[config.mk]
export PLATFORM = sky130hd
export DESIGN_NAME = spi_slave_responder
export DESIGN_NICKNAME = d
export VERILOG_FILES = /design/src/rtl/spi_pkg.sv /design/src/rtl/spi_input_sync.sv /design/src/rtl/spi_slave_responder.sv
export SDC_FILE = /design/constraint.sdc
export NUM_CORES = 1
export LEC_CHECK = 0
export BUFFER_PORTS_ARGS = -buffer_cell sky130_fd_sc_hd__buf_2
export CAP_MARGIN = 0
export CORE_MARGIN = 8
export CORE_UTILIZATION = 59
export DETAILED_ROUTE_END_ITERATION = 16
export GPL_TIMING_DRIVEN = 0
export PLACE_DENSITY = 0.8
export SLEW_MARGIN = 15
export SYNTH_ARGS = -nofsm -noshare
export SYNTH_HDL_FRONTEND = slang
export SYNTH_SLANG_ARGS = --single-unit
export TNS_END_PERCENT = 100
[constraint.sdc]
create_clock -name clk -period 3.8 [get_ports clk]
set_clock_uncertainty 0.2 [all_clocks]
set_input_delay 0.57 -clock clk [delete_from_list [all_inputs] [get_ports clk]]
set_output_delay 0.57 -clock clk [all_outputs]
set_load 0.005 [all_outputs]
[src/rtl/spi_pkg.sv]
// rtl/spi_pkg.sv - shared SPI link constants and FSM state type
package spi_pkg;
  localparam int         SPI_DATA_WIDTH   = 8;
  localparam logic [7:0] NRF_STATUS_RESET = 8'h0E;

  typedef enum logic {
    SPI_IDLE   = 1'b0,
    SPI_ACTIVE = 1'b1
  } spi_state_t;
endpackage

[src/rtl/spi_input_sync.sv]
// rtl/spi_input_sync.sv - SYNC_STAGES-deep synchronizer with rise/fall detect on the last stage
module spi_input_sync #(
  parameter int   SYNC_STAGES = 2,
  parameter logic RESET_VAL   = 1'b0
) (
  input  logic clk,
  input  logic reset,
  input  logic i_async,
  output logic o_sync,
  output logic o_rise,
  output logic o_fall
);
  logic [SYNC_STAGES-1:0] r_sync;
  logic                   r_dly;

  always_ff @(posedge clk or posedge reset) begin
    if (reset) begin
      r_sync <= {SYNC_STAGES{RESET_VAL}};
      r_dly  <= RESET_VAL;
    end else begin
      r_sync <= {r_sync[SYNC_STAGES-2:0], i_async};
      r_dly  <= r_sync[SYNC_STAGES-1];
    end
  end

  assign o_sync = r_sync[SYNC_STAGES-1];
  assign o_rise = o_sync & ~r_dly;
  assign o_fall = ~o_sync & r_dly;
endmodule

[src/rtl/spi_slave_responder.sv]
// rtl/spi_slave_responder.sv - SPI mode-0 slave with rx strobe and one-entry tx holding register
// Optional macro SPI_SLAVE_RESPONDER_ECHO_EN: underrun loads echo the last received word.
module spi_slave_responder
  import spi_pkg::*;
#(
  parameter int                    DATA_WIDTH  = SPI_DATA_WIDTH,
  parameter int                    SYNC_STAGES = 2,
  parameter logic [DATA_WIDTH-1:0] DEFAULT_TX  = DATA_WIDTH'(NRF_STATUS_RESET)
) (
  input  logic                  clk,
  input  logic                  reset,
  input  logic                  sck,
  input  logic                  csn_n,
  input  logic                  mosi,
  output logic                  miso,
  output logic                  miso_oe,
  input  logic [DATA_WIDTH-1:0] tx_data,
  input  logic                  tx_valid,
  output logic                  tx_ready,
  output logic [DATA_WIDTH-1:0] rx_data,
  output logic                  rx_valid,
  output logic                  rx_first,
  output logic                  tx_underrun,
  output logic                  frame_active
);
  localparam int              CNT_W    = (DATA_WIDTH > 2) ? $clog2(DATA_WIDTH) : 1;
  localparam logic [CNT_W-1:0] LAST_BIT = CNT_W'(DATA_WIDTH - 1);

  logic w_sck_rise, w_sck_fall, w_unused_sck_level;
  logic w_csn_sync, w_csn_rise, w_csn_fall;
  logic [SYNC_STAGES-1:0] r_mosi_sync;
  logic w_mosi;

  spi_state_t r_state, w_state_next;
  logic w_start, w_abort, w_sample, w_shift, w_load, w_tx_write;

  logic [CNT_W-1:0]      r_bit_cnt;
  logic [DATA_WIDTH-2:0] r_shift_in;
  logic [DATA_WIDTH-1:0] r_shift_out;
  logic [DATA_WIDTH-1:0] w_word_in;
  logic [DATA_WIDTH-1:0] w_empty_word;
  logic                  r_first, r_load_pending;
  logic [DATA_WIDTH-1:0] r_rx_data, r_hold;
  logic                  r_rx_valid, r_rx_first, r_underrun, r_hold_full;

  spi_input_sync #(.SYNC_STAGES(SYNC_STAGES), .RESET_VAL(1'b0)) u_sck_sync (
    .clk(clk), .reset(reset), .i_async(sck),
    .o_sync(w_unused_sck_level), .o_rise(w_sck_rise), .o_fall(w_sck_fall)
  );

  spi_input_sync #(.SYNC_STAGES(SYNC_STAGES), .RESET_VAL(1'b1)) u_csn_sync (
    .clk(clk), .reset(reset), .i_async(csn_n),
    .o_sync(w_csn_sync), .o_rise(w_csn_rise), .o_fall(w_csn_fall)
  );

  // mosi is only sampled on a detected sck rise, so it needs no edge detector
  always_ff @(posedge clk or posedge reset) begin
    if (reset) r_mosi_sync <= '0;
    else       r_mosi_sync <= {r_mosi_sync[SYNC_STAGES-2:0], mosi};
  end
  assign w_mosi = r_mosi_sync[SYNC_STAGES-1];

`ifdef SPI_SLAVE_RESPONDER_ECHO_EN
  logic r_rx_seen;
  always_ff @(posedge clk or posedge reset) begin
    if (reset)           r_rx_seen <= 1'b0;
    else if (r_rx_valid) r_rx_seen <= 1'b1;
  end
  assign w_empty_word = r_rx_seen ? r_rx_data : DEFAULT_TX;
`else
  assign w_empty_word = DEFAULT_TX;
`endif

  always_ff @(posedge clk or posedge reset) begin
    if (reset) r_state <= SPI_IDLE;
    else       r_state <= w_state_next;
  end

  // csn_rise outranks any sck edge in the same clk; a csn_fall while ACTIVE is a glitch
  always_comb begin
    w_state_next = r_state;
    w_start      = 1'b0;
    w_abort      = 1'b0;
    w_sample     = 1'b0;
    w_shift      = 1'b0;
    w_load       = 1'b0;
    case (r_state)
      SPI_IDLE: begin
        if (w_csn_fall) begin
          w_state_next = SPI_ACTIVE;
          w_start      = 1'b1;
          w_load       = 1'b1;
        end
      end
      SPI_ACTIVE: begin
        if (w_csn_rise) begin
          w_state_next = SPI_IDLE;
          w_abort      = 1'b1;
        end else begin
          w_sample = w_sck_rise;
          w_load   = w_sck_fall & r_load_pending;
          w_shift  = w_sck_fall & ~r_load_pending;
        end
      end
      default: w_state_next = SPI_IDLE;
    endcase
  end

  assign w_word_in  = {r_shift_in, w_mosi};
  assign w_tx_write = tx_valid & ~r_hold_full;

  always_ff @(posedge clk or posedge reset) begin
    if (reset) begin
      r_bit_cnt      <= '0;
      r_shift_in     <= '0;
      r_shift_out    <= '0;
      r_first        <= 1'b0;
      r_load_pending <= 1'b0;
      r_rx_data      <= '0;
      r_rx_valid     <= 1'b0;
      r_rx_first     <= 1'b0;
      r_underrun     <= 1'b0;
      r_hold         <= '0;
      r_hold_full    <= 1'b0;
    end else begin
      r_rx_valid <= 1'b0;
      r_rx_first <= 1'b0;
      r_underrun <= 1'b0;
      if (w_start) begin
        r_bit_cnt      <= '0;
        r_first        <= 1'b1;
        r_load_pending <= 1'b0;
      end
      if (w_abort) begin
        r_bit_cnt      <= '0;
        r_load_pending <= 1'b0;
      end
      if (w_sample) begin
        r_shift_in <= w_word_in[DATA_WIDTH-2:0];
        if (r_bit_cnt == LAST_BIT) begin
          r_rx_data      <= w_word_in;
          r_rx_valid     <= 1'b1;
          r_rx_first     <= r_first;
          r_first        <= 1'b0;
          r_bit_cnt      <= '0;
          r_load_pending <= 1'b1;
        end else begin
          r_bit_cnt <= r_bit_cnt + 1'b1;
        end
      end
      // a write only lands while empty, so it never collides with the load draining the register
      if (w_load) begin
        r_load_pending <= 1'b0;
        if (r_hold_full) begin
          r_shift_out <= r_hold;
          r_hold_full <= 1'b0;
        end else begin
          r_shift_out <= w_empty_word;
          r_underrun  <= 1'b1;
        end
      end else if (w_shift) begin
        r_shift_out <= r_shift_out << 1;
      end
      if (w_tx_write) begin
        r_hold      <= tx_data;
        r_hold_full <= 1'b1;
      end
    end
  end

  assign miso         = r_shift_out[DATA_WIDTH-1];
  assign frame_active = ~w_csn_sync;
  assign miso_oe      = frame_active;
  assign tx_ready     = ~r_hold_full;
  assign rx_data      = r_rx_data;
  assign rx_valid     = r_rx_valid;
  assign rx_first     = r_rx_first;
  assign tx_underrun  = r_underrun;
endmodule

==> results.py <==
metrics = {
    "logic_synthesis": {
        "seq_area_frac_synth_pct": 62.77,
        "syn-num-nets": 169,
        "synth_most_common_cell": "dfrtp_1",
        "async_reset_ff_share_pct": 100.0,
        "synthXorXnorAreaFrac_pct": 0,
        "synth_compound_area_share_pct": 9.323,
        "ys_top_cells_by_count": "dfrtp_1, nand2_1, a21oi_1, mux2_2, mux2_4",
        "syn_area_per_cell_um2": 12.81,
        "ys_types": 33,
        "synth-adder-area-share_pct": 1.788,
        "synth_simple_gate_area_share_pct": 12.77,
        "synth_top_family_by_area": "simple AND/OR/NAND/NOR gates",
        "yosysWarningCount": 0,
        "synth_edf_count": 0,
        "synth_top_area_share_pct": 58.75,
        "netlist_instances": 153,
        "synth_seq_cells": 49,
        "ys.flop_type": "dfrtp_1",
        "muxShareOfSynthArea_pct": 10.54,
        "yosys-top-cells-area": "dfrtp_1, mux2_4, mux2_2, nand2_1, dfstp_2",
        "synth_top_area_cell": "dfrtp_1",
        "netlist_area_um2": 1959,
    },
    "sta": {
        "setup_viol": 0,
        "whs_ns": 0.09479,
        "rsz0062_at_grt": "false",
        "max_slew.worst_pin.slew_ns": 0.5581,
        "drv_slew": 0,
        "finalCritPeriodShare_pct": 54.83,
        "relSlewSlack_pct": 62.79,
        "tns_ns": 0,
        "final_hold_viol_count": 0,
        "fmax_ghz": 0.4799,
        "min_period_ns": 2.084,
    },
    "placement": {
        "portBuffers": 28,
        "dp_hpwl_mm": 2.491,
        "place_inst": 228,
        "place_congestion": 0.7816,
    },
    "clocking": {
        "h-tree-depth": 2,
        "root_buffer": "clkbuf_4",
        "cts_sinks": 49,
        "cts-buffers-inserted": 5,
        "clk_pin_slew_ns": 0.13,
        "cts_buffer_depth": 2,
        "clkLatencyLatePin_ns": 0.37,
        "cts_tree": "built",
    },
    "worst_setup_path": {
        "path_cells": "inv_1, buf_4, buf_2",
        "slowest_delay_ns": 0.63,
        "worst_r2r_path_depth": 5,
        "crit_slowest_cell": "dfstp_2",
        "critPathLaunch": "u_csn_sync.r_sync[1]",
        "worstPathArrival_ns": 1.31,
        "r2r-start": "u_csn_sync.r_dly",
        "endpoint": "miso_oe",
        "worstPathMaxFanout": 6,
        "required_ns": 3.03,
        "startpoint_type": "flop",
        "reg2reg_slack_ns": 1.92,
        "crit_path_end_kind": "primary output",
        "timing.rr.end": "rx_data[5]",
        "critPathKind": "reg -> out",
    },
    "hold_path": {
        "hp-class": "in -> reg",
    },
    "global_routing": {
        "top_usage_layer": "met2",
        "grt_max_degree": 32,
        "grt_usage_pct": 14.18,
        "grt_pass1_vias": 1295,
        "use_met1_pct": 15.11,
        "gr-usage-met3_pct": 5.593,
        "grt_util_met2_pct": 23.82,
        "grt_pass1_wl_mm": 5.837,
        "grt.overflow.total": 0,
        "grt_antenna_before_repair": 0,
    },
    "detailed_routing": {
        "viasPerCell": 5.316,
        "initialDrtViolationCount": 74,
        "wl_per_cell_um": 14.22,
        "first_pass_iters": 4,
        "routed_wl_mm": 3.369,
        "ant_nets": 0,
        "vias": 1260,
        "drc": 0,
    },
    "power_and_ir_drop": {
        "pwr_density_cell_nw_per_um2": 553.9,
        "vdd_drop_max_mv": 0.4910,
        "p_leak_nw": 1.175,
    },
    "finish": {
        "fin_cells": 237,
        "antennaDiodeCount": 0,
        "layout-drive-gt1-share_pct": 35.60,
        "fin_nets": 206,
        "area_delta_synth_final_pct": 17.05,
    },
    "floorplanning": {
        "die_w_um": 73.63,
        "coreArea_um2": 3258,
        "die_h_um": 73.63,
        "rows": 21,
        "dieArea_um2": 5421,
        "io_pins": 29,
        "start_util_pct": 60.14,
    },
    "flow_run": {
        "cap_viol_max_count": 0,
    },
    "status": {
        "status": "complete, no violations",
    },
}
## worst min-delay path by stage
stage | startpoint | end | cells past startpoint
global route | csn_n | u_csn_sync.r_sync[0] | 1
floorplan | r_mosi_sync[0] | r_mosi_sync[1] | 0
global placement | r_mosi_sync[0] | r_mosi_sync[1] | 0
finish | csn_n | u_csn_sync.r_sync[0] | 1
detailed placement | u_sck_sync.r_sync[0] | u_sck_sync.r_sync[1] | 0
CTS | csn_n | u_csn_sync.r_sync[0] | 1
## timing repair
action                    CTS  global route
hold buffers                1             0
hold endpoints to repair   15             0
buffers inserted            0             0
resized for setup           0             0
## layer usage
metal | part of all wire [%] | wire length, um | vias up
met5 | 0 | 0 | -
met4 | 2.0 | 66 | 0
met3 | 6.1 | 206 | 8
met2 | 50 | 1700 | 33
met1 | 41 | 1395 | 616
li1 | - | - | 603
## cell families after synthesis
logic type      Yosys count
simple gates             49
flops                    49
compound gates           26
mux                      16
buf+inv                  10
fa+ha+maj                 3
## flip-flops by register name, indices dropped and copies added (netlist names)
signal	flops
rx_valid	1
r_shift_in	7
u_sck_sync.r_sync	2
u_csn_sync.r_dly	1
tx_underrun	1
r_hold	8
r_bit_cnt	3
r_shift_out	8
r_first	1
r_state	1
r_hold_full	1
u_csn_sync.r_sync	2
r_load_pending	1
rx_data	8
rx_first	1
r_mosi_sync	2
u_sck_sync.r_dly	1
## worst max-delay path: cells and delay by family, from the launching register on
| kind | cells | cell delay [ns] |
|---|---|---|
| DFF | 1 | 0.63 |
| buffers and inverters | 3 | 0.33 |
## cell type report
class                           instances  area, um2
Clock buffer                            5      37.54
Inverter                                4      15.01
Clock inverter                          3      68.82
Multi-Input combinational cell         94      674.4
Tap cell                               46      57.56
Timing Repair Buffer                   30      170.2
Buffer                                  6      40.04
Sequential cell                        49       1230
Fill cell                             232      964.7
## per-stage QoR
stage	cell area [um2]	setup WS [ns]	utilization, %	power, mW
after floorplan	1959	1.862	-	0.8424
after global placement	2157	1.396	66.21	0.8873
after detailed placement	2177	1.943	66.82	0.9123
after CTS	2293	1.677	70.39	1.286
after global routing	2293	1.599	70.39	1.340
final	2293	1.716	70.39	1.270
## cell usage in the layout, fill, tap and decap left out, types with 2 or more instances in the layout
cell and n:
nand3_1 4, ha_1 2, inv_1 3, clkbuf_4 5
a22o_1 2, mux2_2 9, nor2_1 5, bufinv_16 2
a21o_1 2, o21ai_0 6, buf_2 30, buf_4 2
a21oi_1 10, nor2b_1 3, nand2_1 26, nor3_1 4
dfstp_2 3, mux2_4 7, dfrtp_1 46
## where the power goes
part	total, mW	leakage [nW]	internal (mW)	switching, mW
combinational	0.206	0.507	0.103	0.102
clock	0.370	0.0558	0.207	0.163
sequential	0.694	0.612	0.631	0.0635
(Power assumes the default switching activity.)
